--- src/rtl/fifo_pkg.sv ---
// Shared definitions for the width down-converting FIFO: lane-order constants and a
// constant-foldable clog2 used to size lane indices.
package fifo_pkg;

    localparam int unsigned LANE_LSB_FIRST = 0;
    localparam int unsigned LANE_MSB_FIRST = 1;

    function automatic int unsigned clog2(input int unsigned value);
        int unsigned v;
        int unsigned r;
        r = 0;
        v = value - 1;
        while (v > 0) begin
            r++;
            v = v >> 1;
        end
        return r;
    endfunction

endpackage

--- src/rtl/fifo_lane_mux.sv ---
// RATIO:1 combinational lane selector; lane 0 is either the lowest or the highest
// OUT_WIDTH bits of the word depending on MSB_FIRST.
module fifo_lane_mux
    import fifo_pkg::*;
#(
    parameter int unsigned IN_WIDTH  = 32,
    parameter int unsigned OUT_WIDTH = 8,
    parameter int unsigned MSB_FIRST = LANE_LSB_FIRST,
    parameter int unsigned RATIO     = IN_WIDTH / OUT_WIDTH,
    parameter int unsigned LW        = clog2(IN_WIDTH / OUT_WIDTH)
) (
    input  logic [IN_WIDTH-1:0]  i_data,
    input  logic [LW-1:0]        i_lane,
    output logic [OUT_WIDTH-1:0] o_lane
);

    always_comb begin
        o_lane = '0;
        for (int i = 0; i < int'(RATIO); i++) begin
            if (i_lane == LW'(i)) begin
                if (MSB_FIRST == LANE_MSB_FIRST) begin
                    o_lane = i_data[(int'(RATIO) - 1 - i) * int'(OUT_WIDTH) +: OUT_WIDTH];
                end else begin
                    o_lane = i_data[i * int'(OUT_WIDTH) +: OUT_WIDTH];
                end
            end
        end
    end

endmodule

--- src/rtl/fifo_width_down_converter.sv ---
// Word-in, lane-out show-ahead FIFO with per-word last-lane index, selectable lane order
// and count-derived status flags.
module fifo_width_down_converter
    import fifo_pkg::*;
#(
    parameter int unsigned IN_WIDTH   = 32,
    parameter int unsigned OUT_WIDTH  = 8,
    parameter int unsigned ADDR_WIDTH = 4,
    parameter int unsigned MSB_FIRST  = LANE_LSB_FIRST,
    parameter int unsigned AF_LEVEL   = 2**ADDR_WIDTH - 2
) (
    input  logic                                     i_clk,
    input  logic                                     i_reset,
    input  logic                                     i_wr,
    input  logic [IN_WIDTH-1:0]                      i_wr_data,
    input  logic [clog2(IN_WIDTH / OUT_WIDTH)-1:0]   i_wr_last,
    input  logic                                     i_rd,
    output logic [OUT_WIDTH-1:0]                     o_rd_data,
    output logic                                     o_rd_last,
    output logic                                     o_empty,
    output logic                                     o_full,
    output logic                                     o_almost_full,
    output logic [ADDR_WIDTH:0]                      o_level,
    output logic                                     o_wr_err,
    output logic                                     o_rd_err
);

    localparam int unsigned RATIO = IN_WIDTH / OUT_WIDTH;
    localparam int unsigned LW    = clog2(RATIO);
    localparam int unsigned DEPTH = 2**ADDR_WIDTH;
    localparam int unsigned EW    = LW + IN_WIDTH;

    if (IN_WIDTH % OUT_WIDTH != 0) begin : g_bad_width
        $error("IN_WIDTH must be a multiple of OUT_WIDTH");
    end
    if (RATIO < 2) begin : g_bad_ratio
        $error("IN_WIDTH/OUT_WIDTH must be at least 2");
    end
    if (AF_LEVEL < 1 || AF_LEVEL > DEPTH) begin : g_bad_af
        $error("AF_LEVEL must lie in 1..2**ADDR_WIDTH");
    end

    logic [EW-1:0]         r_mem [DEPTH];
    logic [ADDR_WIDTH-1:0] r_wr_ptr;
    logic [ADDR_WIDTH-1:0] r_rd_ptr;
    logic [LW-1:0]         r_lane;
    logic [ADDR_WIDTH:0]   r_count;
    logic                  r_wr_err;
    logic                  r_rd_err;

    logic [EW-1:0]         w_entry;
    logic [LW-1:0]         w_last;
    logic [IN_WIDTH-1:0]   w_data;
    logic [OUT_WIDTH-1:0]  w_lane_data;
    logic                  w_full;
    logic                  w_empty;
    logic                  w_wr_acc;
    logic                  w_rd_acc;
    logic                  w_pop;

    assign w_full   = (r_count == (ADDR_WIDTH + 1)'(DEPTH));
    assign w_empty  = (r_count == '0);
    assign w_wr_acc = i_wr && !w_full;
    assign w_rd_acc = i_rd && !w_empty;

    assign w_entry  = r_mem[r_rd_ptr];
    assign w_last   = w_entry[EW-1 -: LW];
    assign w_data   = w_entry[IN_WIDTH-1:0];
    assign w_pop    = w_rd_acc && (r_lane == w_last);

    // Storage is deliberately not reset; the count gates every read of it.
    always_ff @(posedge i_clk) begin
        if (w_wr_acc) begin
            r_mem[r_wr_ptr] <= {i_wr_last, i_wr_data};
        end
    end

    always_ff @(posedge i_clk or posedge i_reset) begin
        if (i_reset) begin
            r_wr_ptr <= '0;
            r_rd_ptr <= '0;
            r_lane   <= '0;
            r_count  <= '0;
            r_wr_err <= 1'b0;
            r_rd_err <= 1'b0;
        end else begin
            if (w_wr_acc) begin
                r_wr_ptr <= r_wr_ptr + ADDR_WIDTH'(1);
            end
            if (w_rd_acc) begin
                if (w_pop) begin
                    r_lane   <= '0;
                    r_rd_ptr <= r_rd_ptr + ADDR_WIDTH'(1);
                end else begin
                    r_lane <= r_lane + LW'(1);
                end
            end
            case ({w_wr_acc, w_pop})
                2'b10:   r_count <= r_count + (ADDR_WIDTH + 1)'(1);
                2'b01:   r_count <= r_count - (ADDR_WIDTH + 1)'(1);
                default: r_count <= r_count;
            endcase
            r_wr_err <= i_wr && w_full;
            r_rd_err <= i_rd && w_empty;
        end
    end

    fifo_lane_mux #(
        .IN_WIDTH  (IN_WIDTH),
        .OUT_WIDTH (OUT_WIDTH),
        .MSB_FIRST (MSB_FIRST),
        .RATIO     (RATIO),
        .LW        (LW)
    ) u_lane_mux (
        .i_data (w_data),
        .i_lane (r_lane),
        .o_lane (w_lane_data)
    );

    assign o_rd_data     = w_empty ? '0 : w_lane_data;
    assign o_rd_last     = !w_empty && (r_lane == w_last);
    assign o_empty       = w_empty;
    assign o_full        = w_full;
    assign o_almost_full = (r_count >= (ADDR_WIDTH + 1)'(AF_LEVEL));
    assign o_level       = r_count;
    assign o_wr_err      = r_wr_err;
    assign o_rd_err      = r_rd_err;

endmodule
--- config.mk ---
export PLATFORM = sky130hd
export DESIGN_NAME = fifo_width_down_converter
export DESIGN_NICKNAME = d
export VERILOG_FILES = /design/src/rtl/fifo_pkg.sv /design/src/rtl/fifo_lane_mux.sv /design/src/rtl/fifo_width_down_converter.sv
export SDC_FILE = /design/constraint.sdc
export NUM_CORES = 1
export LEC_CHECK = 0
export CAP_MARGIN = 5
export CORE_MARGIN = 2
export CORE_UTILIZATION = 57
export DETAILED_ROUTE_END_ITERATION = 10
export PLACE_DENSITY = 0.74
export SYNTH_ARGS = -nofsm -noshare
export SYNTH_HDL_FRONTEND = slang
export SYNTH_HIERARCHICAL = 1
export SYNTH_SLANG_ARGS = --single-unit
--- constraint.sdc ---
create_clock -name i_clk -period 11.25 [get_ports i_clk]
set_clock_uncertainty 0.1 [all_clocks]
set_input_delay 2.25 -clock i_clk [delete_from_list [all_inputs] [get_ports i_clk]]
set_output_delay 2.25 -clock i_clk [all_outputs]
set_load 0.01 [all_outputs]
Word level (Yosys, flattened, before mapping). Memories as Yosys holds them, arrays and structs flattened. Index checks and enable logic that the tools add are counted.

Memories kept: 1. Memory bits (writable): 544. Register bits: 17.

Reduce and logical (&&, ||, !) cells: 12. Muxes and demuxes: 9. $lt $le $gt $ge: 1. Add/sub/neg operators: 5. Equality and inequality tests: 7.

Memories: r_mem (words 16, bits a word 34, read ports 1, clocked after memory_dff 0, wr ports 1, RTL line fifo_width_down_converter.sv:43) `logic [EW-1:0] r_mem [DEPTH];`.

Operators by type and width (number): $mux 8 (5); $pmux 5 s2 (1); $add 4x1->4 const B (2); $eq 2x2->1 const B (3); $logic_and 1x1->1 (6); $add 5x1->5 const B (1); $eq 5x5->1 const B (1); $ge 5x4->1 const B (1); $logic_not 5->1 (1); $sub 5x1->5 const B (1); $eq 2x1->1 const B (2); $add 2x1->2 const B (1); $eq 2x2->1 (1); $logic_not 1->1 (2); $logic_not 2->1 (1); $mux 1 (2); $mux 2 (1); $reduce_and 2->1 (1); $reduce_bool 2->1 (1).

Longest topological paths before layout.
Depth in word-level cells: 6. Gate-level depth with buffers: 16. Depth with buffers taken out: 13.

Cells and area by module. The synthesis kept the hierarchy.

Modules (own cells, without submodules): fifo_width_down_converter (times used 1, sequential area each 16761.1 um^2, cells an instance 890, area each 21521.9 um^2); fifo_lane_mux (times used 1, sequential area each 0.0 um^2, cells an instance 10, area each 196.4 um^2).

Worst setup path before layout. OpenSTA, ideal clock, no wires.

Kind: input to register. Start point: input i_wr. End point: memory r_mem[3][0] in the netlist's numbering, enable pin. Library setup time: 0.467 ns. Path slack: 5.550 ns. Arrival: 5.132 ns. Stages on the path: 4. Path through: and2_1 clkbuf_1 nand2_1 nor3_1.

Word-level cells in the longest chain between the ends: 3.

Ends and longest elaborated chain: start: declaration (RTL line fifo_width_down_converter.sv:14) `input logic i_wr,`; $logic_and 1x1->1 (RTL line fifo_width_down_converter.sv:63) `assign w_wr_acc = i_wr && !w_full;`; $mux 1 (RTL line fifo_width_down_converter.sv:73) `if (w_wr_acc) begin`; $mux 1 (not written as such) (RTL line fifo_width_down_converter.sv:74) `r_mem[r_wr_ptr] <= {i_wr_last, i_wr_data};`; end: declaration (RTL line fifo_width_down_converter.sv:43).

Every way passes these cells.

Worst setup path in the final report.
Start point: register r_rd_ptr[1]. End point: output o_rd_data[1].

Elaborated cells on any way between the ends: 6. Classes of those cells: mux (5); memory (1).

RTL lines: start: declaration (RTL line fifo_width_down_converter.sv:45) `logic [ADDR_WIDTH-1:0] r_rd_ptr;`; start signal: assignment (RTL line fifo_width_down_converter.sv:93) `r_rd_ptr <= r_rd_ptr + ADDR_WIDTH'(1);`; $mem_v2 16x34; named net w_entry[17] (RTL line fifo_width_down_converter.sv:51) `logic [EW-1:0] w_entry;`; $mux 8 (2 in series) (RTL line fifo_lane_mux.sv:20) `if (i_lane == LW'(i)) begin`; named net w_lane_data[1] (RTL line fifo_width_down_converter.sv:54) `logic [OUT_WIDTH-1:0] w_lane_data;`; $mux 8 (RTL line fifo_width_down_converter.sv:120) `assign o_rd_data = w_empty ? '0 : w_lane_data;`; end: declaration (RTL line fifo_width_down_converter.sv:18) `output logic [OUT_WIDTH-1:0] o_rd_data,`.

The timed path passes the listed nets, and every way through them passes these cells.

==> impl_metrics.csv <==
group,metric,value,unit
clock_network,clockBufferDepth,3,
die,rows,71,
sta,max_freq,136,MHz
clock_network,cts_tree,"built",
sta,worst_slew_pin_slew,0.993,ns
drt,vias,9839,
finish,final_cells,1537,
hold_path,hold_class,"flip-flop to flip-flop",
sta,maxSlewViolCount,0,
yosys,synth_ff_type,"edfxtp_1",
yosys,synth-seq-area-share,77.2,%
die,coreArea,37600,sq um
sta,min_period_over_period,65.1,%
setup_path,crit_slowest_cell,"dfrtp_4",
run,maxCapViolCount,0,
clock_network,clkLatencyLatePin,0.59,ns
sta,rsz0062_at_grt,"false",
yosys,avgSynthCellArea,24.1,sq um
setup_path,worstSetupPathType,"flip-flop to output pin",
drt,route.detailed.drc,0,
setup_path,startpoint_type,"flip-flop",
global_routing,grtUsageTotal,24.2,%
yosys,synth.top_cell.area_share,75.2,%
drt,firstDrtPassIters,5,
yosys,synth_area_leaders,"edfxtp_1 75%, mux4_2 18%, dfrtp_1 2.0%",
yosys,synthCells,900,
setup_path,worstSetupEndpointType,"output pin",
clock_network,ctsResizeCount,0,
drt,drt-total-wl,46.0,mm
die,start_util,57.8,%
setup_path,crit_fanout,57,
run_status,status,"finished, final reports clean",
drt,drtIter0Drc,1110,
placement,port-buffer-count,56,
setup_path,cp.required,8.90,ns
clock_network,cts.clk_slew.worst_paths,0.06,ns
yosys,yosys_warnings,6,
clock_network,cts_hold_buf,0,
global_routing,grt_pass1_wl,67.0,mm
clock_network,numCtsBuffers,54,
clock_network,htreeDepth,2,
yosys,synth_cell_types,41,
finish,fillers,2351,
sta,slew_headroom,33.8,%
drt,drtAntennaViolNets,0,
placement,dp.cells,1441,
drt,wire_per_inst,29.9,um
finish,drive_above_1_share,28.4,%
sta,setup_violations,0,
yosys,ys_seq_elements,561,
setup_path,max_stage_delay,0.90,ns
clock_network,cts_root_buf,"clkbuf_16",
global_routing,grt_max_degree,124,
finish,nNetsFinal,1032,
yosys,syn-num-nets,946,
die,die_w,199,um
setup_path,critPathMostFrequentCell,"mux4_2",
die,fp.dieH,199,um
global_routing,antenna_found_initial,2,
die,fp.dieArea,39700,sq um
drt,vias_per_cell,6.40,
yosys,synth_top_cell_by_area,"edfxtp_1",
yosys,async_flop_share,3.03,%
placement,gp_congestion,0.739,
sta,layout_min_cycle_time,7.33,ns
sta,finalHoldViolations,0,
finish,seq_area,16800,sq um
clock_network,cts_sinks,561,
power_and_ir_drop,power_density,255,nW/um^2
global_routing,grt_overflow,0,
setup_path,path_cells,"buf_4, buf_4, mux4_2, mux4_2, mux4_2, nor2b_1, clkdlybuf4s50_1",
sta,fin_setup_tns,0,ns
global_routing,grt_pass1_vias,10025,
finish,area_delta_synth_final,13.7,%
finish,multiInputGateArea,4810,sq um
setup_path,cp_data_arrival_time,4.98,ns
power_and_ir_drop,power,6.30,mW
clock_network,post-cts-setup-buffer-count,0,
yosys,synth_edf_count,544,
finish,num_antenna_cells,0,
power_and_ir_drop,max-vdd-ir-drop,0.000195,V
yosys,netlist_area,21700,sq um
die,pin_count,57,
power_and_ir_drop,p_leak,7.75,nW
placement,dp_hpwl,22.6,mm
## kinds of logic after synthesis
family	count (synthesis)	share of synthesized area, %
compound gates	15	0.553
xor+xnor	14	0.565
flops	561	77.2
buf+inv	55	1.16
fa+ha+maj	8	0.461
simple gates	60	1.41
mux	187	18.7
## registers in the layout, indices dropped and copies added (netlist names)
register / flops
o_rd_err: 1
o_wr_err: 1
r_lane: 2
r_wr_ptr: 4
o_level: 5
r_mem: 544
r_rd_ptr: 4
## synth_stat cells (2+ instances only)
cell      number
buf_6          2
nand3b_1       2
buf_1          5
dfrtp_1       17
and2_1         2
mux2_2         2
clkbuf_1      28
mux2i_1       10
mux4_2       174
edfxtp_1     544
nor2b_1       11
ha_1           8
nand2_1       10
nand3_1        2
xnor2_1        7
nor2_1        20
xor2_1         7
buf_2         11
inv_1          7
o21ai_0        3
nor3_1         5
nand2b_1       3
a21oi_1        2
## per-stage QoR
stage	hold slack (ns)	util, %	area [sq um]	worst slack [ns]
after floorplan	0.404	-	21700	5.55
after global placement	0.445	61.2	23000	4.54
after detailed placement	0.455	61.2	23000	4.52
after CTS	0.466	65.7	24700	3.86
after global routing	0.502	65.7	24700	3.77
final	0.456	65.7	24700	3.92
## power breakdown
group / total (mW) / leakage (nW) / internal, mW / switching [mW]
Clock: 1.76 / 0.829 / 1.04 / 0.726
Sequential: 2.69 / 5.12 / 2.53 / 0.166
Combinational: 1.85 / 1.80 / 0.955 / 0.892
Total: 6.30 / 7.75 / 4.52 / 1.78
## per-layer routing
| metal | part of all wire (%) | GRT usage [%] | up-vias |
|---|---|---|---|
| li1 | - | - | 4006 |
| met1 | 40 | 35.1 | 5253 |
| met2 | 49 | 38.4 | 511 |
| met3 | 9.2 | 4.98 | 67 |
| met4 | 2.1 | 6.58 | 2 |
| met5 | 0.033 | 0 | - |
## cell type report
type                    count  area share [%]
clock buffers              77            6.08
clock inverters            19           0.861
inverters                   7           0.106
multi-input cells         284            19.5
flip-flops and latches    561            67.9
well taps                 511            2.59
repair buffers             78            2.99
## cell usage in the layout, fill, tap and decap left out, types with 2 or more instances in the layout
| cell | n |
|---|---|
| xor2_1 | 7 |
| dfrtp_2 | 2 |
| mux2_2 | 2 |
| o21ai_0 | 3 |
| clkbuf_16 | 57 |
| edfxtp_1 | 544 |
| nand3_1 | 2 |
| nor3_2 | 4 |
| mux4_2 | 174 |
| clkinv_2 | 5 |
| a21oi_1 | 2 |
| clkdlybuf4s50_1 | 56 |
| inv_1 | 7 |
| dfrtp_4 | 2 |
| nand3b_1 | 2 |
| clkbuf_1 | 20 |
| and2_1 | 2 |
| nor2_4 | 13 |
| clkinv_1 | 8 |
| nand2_1 | 10 |
| mux2i_1 | 10 |
| bufinv_16 | 5 |
| buf_4 | 21 |
| nor2b_1 | 11 |
| nand2b_1 | 3 |
| dfrtp_1 | 13 |
| xnor2_1 | 7 |
| nor2_1 | 8 |
| ha_1 | 8 |
## final timing paths
path	startpoint	end	slack [ns]	cells past startpoint
min	o_level[4]	o_level[4]	0.46	1
min in group asynchronous	i_reset	o_level[2]	1.95	2
max in group asynchronous	i_reset	r_rd_ptr[0]	8.63	2
min reg2reg	o_level[4]	o_level[4]	0.46	1
max	r_rd_ptr[1]	o_rd_data[1]	3.92	7
max reg2reg	r_rd_ptr[0]	o_level[4]	6.60	14
## worst max-delay path: cells and delay by family (launching register included)
| family | cells | cell delay [ns] |
|---|---|---|
| buf+inv | 3 | 1.79 |
| flops | 1 | 0.90 |
| mux | 3 | 1.45 |
| simple gates | 1 | 0.20 |
No activity file was read; power rests on OpenSTA's default activity.
